[src/rtl/axis_fifo_master.sv]
// Beat FIFO between the AXI-Stream ingress slave stage and the packet parser:
// circular array plus a registered first-word-fall-through output stage.
module axis_fifo_master #(
    parameter int data_width = 64,
    parameter int data_user  = 128,
    parameter int depth      = 16
) (
    input  logic                            aclk,
    input  logic                            aresetn,
    input  logic [data_width-1:0]           fifo_wdata,
    input  logic [data_width/8-1:0]         fifo_wkeep,
    input  logic                            fifo_wlast,
    input  logic [data_user-1:0]            fifo_wuser,
    input  logic                            fifo_wen,
    output logic                            fifo_full,
    output logic [data_width-1:0]           m_axis_tdata,
    output logic [data_width/8-1:0]         m_axis_tkeep,
    output logic                            m_axis_tlast,
    output logic [data_user-1:0]            m_axis_tuser,
    output logic                            m_axis_tvalid,
    input  logic                            m_axis_tready,
    output logic [$clog2(depth+1)-1:0]      level,
    output logic [$clog2(depth+1)-1:0]      pkt_count,
    output logic                            overflow
);

    localparam int keep_width  = data_width / 8;
    localparam int ptr_width   = $clog2(depth);
    localparam int level_width = $clog2(depth + 1);
    localparam int array_depth = depth - 1;

    localparam logic [level_width-1:0] level_max  = level_width'(depth);
    localparam logic [level_width-1:0] full_mark  = level_width'(depth - 1);
    localparam logic [ptr_width-1:0]   ptr_last   = ptr_width'(array_depth - 1);

    typedef struct packed {
        logic [data_width-1:0] data;
        logic [keep_width-1:0] keep;
        logic                  last;
        logic [data_user-1:0]  user;
    } beat_t;

    beat_t                   mem [array_depth];
    beat_t                   wr_beat;
    beat_t                   out_beat;
    logic [ptr_width-1:0]    wr_ptr;
    logic [ptr_width-1:0]    rd_ptr;
    logic [level_width-1:0]  arr_count;
    logic [level_width-1:0]  level_next;
    logic [level_width-1:0]  pkt_next;

    logic handshake;
    logic arr_empty;
    logic wr_accept;
    logic bypass;
    logic arr_push;
    logic arr_pop;
    logic pkt_inc;
    logic pkt_dec;

    // Pointers wrap modulo depth-1, so the step is not a plain power-of-two roll-over.
    function automatic logic [ptr_width-1:0] ptr_inc(input logic [ptr_width-1:0] p);
        return (p == ptr_last) ? '0 : p + ptr_width'(1);
    endfunction

    assign wr_beat = '{data: fifo_wdata, keep: fifo_wkeep, last: fifo_wlast, user: fifo_wuser};

    // NOTE: every signal assigned here gets a default first so no latch is inferred.
    always_comb begin
        handshake = m_axis_tvalid && m_axis_tready;
        arr_empty = (arr_count == '0);
        // A handshake on the same edge frees the slot a write at full level needs.
        wr_accept = fifo_wen && ((level < level_max) || handshake);
        bypass    = wr_accept && (!m_axis_tvalid || handshake) && arr_empty;
        arr_push  = wr_accept && !bypass;
        arr_pop   = handshake && !arr_empty;
        pkt_inc   = wr_accept && fifo_wlast;
        pkt_dec   = handshake && m_axis_tlast;

        level_next = level;
        case ({wr_accept, handshake})
            2'b10:   level_next = level + level_width'(1);
            2'b01:   level_next = level - level_width'(1);
            default: level_next = level;
        endcase

        pkt_next = pkt_count;
        case ({pkt_inc, pkt_dec})
            2'b10:   pkt_next = pkt_count + level_width'(1);
            2'b01:   pkt_next = pkt_count - level_width'(1);
            default: pkt_next = pkt_count;
        endcase
    end

    // NOTE: the storage array has no reset; pointers and counts alone define which entries are live.
    always_ff @(posedge aclk) begin
        if (arr_push) begin
            mem[wr_ptr] <= wr_beat;
        end
    end

    // NOTE: sequential state uses non-blocking assignments so every register samples pre-edge values.
    always_ff @(posedge aclk or negedge aresetn) begin
        if (!aresetn) begin
            wr_ptr        <= '0;
            rd_ptr        <= '0;
            arr_count     <= '0;
            level         <= '0;
            pkt_count     <= '0;
            fifo_full     <= 1'b0;
            overflow      <= 1'b0;
            m_axis_tvalid <= 1'b0;
            out_beat      <= '0;
        end else begin
            if (arr_push) begin
                wr_ptr <= ptr_inc(wr_ptr);
            end
            if (arr_pop) begin
                rd_ptr <= ptr_inc(rd_ptr);
            end

            case ({arr_push, arr_pop})
                2'b10:   arr_count <= arr_count + level_width'(1);
                2'b01:   arr_count <= arr_count - level_width'(1);
                default: arr_count <= arr_count;
            endcase

            if (arr_pop) begin
                out_beat      <= mem[rd_ptr];
                m_axis_tvalid <= 1'b1;
            end else if (bypass) begin
                out_beat      <= wr_beat;
                m_axis_tvalid <= 1'b1;
            end else if (handshake) begin
                m_axis_tvalid <= 1'b0;
            end

            level     <= level_next;
            pkt_count <= pkt_next;
            // Threshold one below capacity leaves room for the write already in flight.
            fifo_full <= (level_next >= full_mark);

            if (fifo_wen && !wr_accept) begin
                overflow <= 1'b1;
            end
        end
    end

    assign m_axis_tdata = out_beat.data;
    assign m_axis_tkeep = out_beat.keep;
    assign m_axis_tlast = out_beat.last;
    assign m_axis_tuser = out_beat.user;

endmodule

[config.mk]
export PLATFORM = sky130hd
export DESIGN_NAME = axis_fifo_master
export DESIGN_NICKNAME = d
export VERILOG_FILES = /design/src/rtl/axis_fifo_master.sv
export SDC_FILE = /design/constraint.sdc
export NUM_CORES = 2
export LEC_CHECK = 0
export ABC_AREA = 0
export BUFFER_PORTS_ARGS = -buffer_cell sky130_fd_sc_hd__clkbuf_2
export CAP_MARGIN = 20
export CORE_MARGIN = 2
export CORE_UTILIZATION = 35
export DETAILED_ROUTE_END_ITERATION = 10
export PLACE_DENSITY = 0.58
export SLEW_MARGIN = 20
export SYNTH_ARGS = -nofsm -noshare
export SYNTH_HDL_FRONTEND = slang
export SYNTH_SLANG_ARGS = --single-unit
[constraint.sdc]
create_clock -name aclk -period 65.1 [get_ports aclk]
set_input_delay 0 -clock aclk [delete_from_list [all_inputs] [get_ports aclk]]
set_output_delay 0 -clock aclk [all_outputs]
set_load 0.03 [all_outputs]
==> metrics <==
status finished, final reports clean; CP max-delay cell dfrtp_4; Vias/cell 5.62; clock sinks 3242; crit path capture type flop; footprint of the multi-input gates 0.0289 mm²; root buffer cell clkbuf_16; syn nets 6877; dominant synthesized flop cell edfxtp_1; Worst setup SP type flop; normalized max-slew margin 0.242; CTS tree yes; first-pass GRT wire length 518 mm; synthesized area 0.127 mm²; setup TNS 0 ps; die height 606 µm; static leakage 47.8 nW; final period utilization 0.0871; DR WL met2 176 mm; clk_lat worst skew 950 ps; crit-path leading delay family buffers and inverters; top cells by area, synth edfxtp_1, mux4_2, dfrtp_1; Initial Util 0.351; yosys warns 0; Remaining Overflow, GRT 0; Routed Antenna Nets 0; initial antenna violation count 60; Gate Count Post-Synth 6659; placed insts 11554; # setup viols final 0; fraction of registers with async set/reset 0.0700; synth cell count leaders edfxtp_1, mux4_2, mux2i_1; Placer Congestion 0.745; Pins Over Slew Limit 0; initial DRC count 6941; H-tree level count 5; skew final 80.1 ps; Fill cells 31880; layout cells sized above 1 0.221; EDFF count, synth 3015; Post-CTS Resized 0; CP max FO 139; most common cell in the synthesized netlist edfxtp_1; Placeable Area 0.362 mm²; Die ar. 0.368 mm²; clock buffer count from CTS 346; # rows 221; RSZ-0062 raised after global routing no; worst slew pin tran 1140 ps; overall routed net length 362 mm; drt pass-1 iters 8; drt wl/cell 29.0 µm; WL met3 27.9 mm; Worst Hold Class in2reg; synth unique cells 52; Reg clk slew, reported paths 60 ps; Fmax 176 MHz; Synth area leader edfxtp_1; Die W 606 µm; via count 70231; Non-Filler Instances 12490; Longest Clk Path Bufs 4; Tmin final 5670 ps; HPWL after DPL 175 mm; port bufs 418; max-cap violation count 0; most frequent cell on the critical path buf_4; worst-path cell chain buf_4 -> buf_4 -> buf_4 -> buf_12 -> mux4_2 -> mux2i_1 -> nand2_1 -> o221ai_1 -> a221oi_1; register area share after synthesis 0.757; # nets final 7600; VDD IR max 0.0000462 V; vias in the first global route 70731; CP bufs+invs 4; power density over the cells 43.5 mW/mm²; required time worst endpoint 65840 ps; Mean Syn Cell Area 19.1 µm²; Area Overhead vs Synth 17.1%; slowest stage delay, CP 1100 ps; drt drc 0; post-synth top area share 0.713; IO Pins 419; largest net degree at the start of global routing 161; top sig layer met5; gr usage total 0.193; final hold viol count 0; arrival time worst endpoint 6420 ps; Met1 Wirelength 149 mm; #FFs+latches synth 3242; Seq. cell area 0.0962 mm²; Crit Path Category reg2reg
layer usage:
layer / global-route usage / vias up
li1: - / 29015
met1: 0.263 / 37543
met2: 0.319 / 3026
met3: 0.0352 / 615
met4: 0.0518 / 32
met5: 0 / -
cells by family after synthesis:
family / count (synthesis) / share of synthesized area
flops: 3242 / 0.757
compound gates: 1102 / 0.0587
mux: 1065 / 0.138
simple gates: 731 / 0.0270
buf+inv: 491 / 0.0162
xor+xnor: 15 / 0.00103
fa+ha+maj: 13 / 0.00140
final timing paths:
path	from	endpoint	slack, ps	depth (start not counted)
max	rd_ptr[1]	m_axis_tdata[60]	59430	9
max reg2reg	rd_ptr[1]	m_axis_tdata[60]	59430	9
max in group asynchronous	aresetn	m_axis_tuser[85]	63110	5
min	fifo_wuser[81]	mem[1][81]	60	2
min reg2reg	pkt_count[4]	pkt_count[4]	470	1
min in group asynchronous	aresetn	m_axis_tuser[40]	380	4
area by class of cell:
type	count	area share
Antenna cell	14	0.000235
Clock buffer	458	0.0629
Clock inverter	190	0.0126
Inverter	32	0.000875
Multi-Input combinational cell	2926	0.195
Sequential cell	3242	0.647
Tap cell	4794	0.0403
Timing Repair Buffer	834	0.0418
sequential cells by signal, summed over array words and instances, names as in the netlist:
register and count:
mem 3015, m_axis_tuser 128, m_axis_tdata 64, m_axis_tkeep 8
arr_count 5, level 5, pkt_count 5, rd_ptr 4
wr_ptr 4, fifo_full 1, m_axis_tlast 1, m_axis_tvalid 1
overflow 1
power by group:
part / internal [mW] / leakage, nW / switching, mW
logic: 0.712 / 12.7 / 1.18
registers: 2.50 / 29.7 / 0.129
clock network: 1.11 / 5.46 / 0.824
total: 4.33 / 47.8 / 2.13
what timing repair did:
action                                  in CTS  in global routing
hold buffers                               273                  0
setup buffers                                0                  0
endpoints found under the setup margin       0                  0
endpoints found under the hold margin     3329                  0
cells in the final DEF, fill, tap and decap left out, types with 24 or more instances in the layout:
master	n
a21oi_1	119
a221oi_1	167
a22o_1	33
a31oi_1	24
buf_4	120
bufinv_16	24
clkbuf_1	88
clkbuf_16	349
clkbuf_2	417
clkinv_1	58
clkinv_2	65
dfrtp_1	222
dlygate4sd3_1	272
edfxtp_1	3015
inv_1	28
mux2_2	45
mux2i_1	473
mux4_2	547
nand2_1	421
nand2b_1	24
nand3_1	37
o211ai_1	146
o21ai_0	337
o221ai_1	167
o22ai_1	89
or3_1	180
through the flow:
step,hold slack (ps),worst slack [ps],area [µm²],util,power [mW]
after global placement,219,59370,135000,0.372,4.54
after global routing,67.8,59040,149000,0.411,6.74
after CTS,0.0542,59310,149000,0.411,6.53
final,63.3,59430,149000,0.411,6.47
after detailed placement,222,59360,135000,0.372,4.57
after floorplan,-296,43500,127000,-,3.97
No activity file was read; power rests on OpenSTA's default activity.
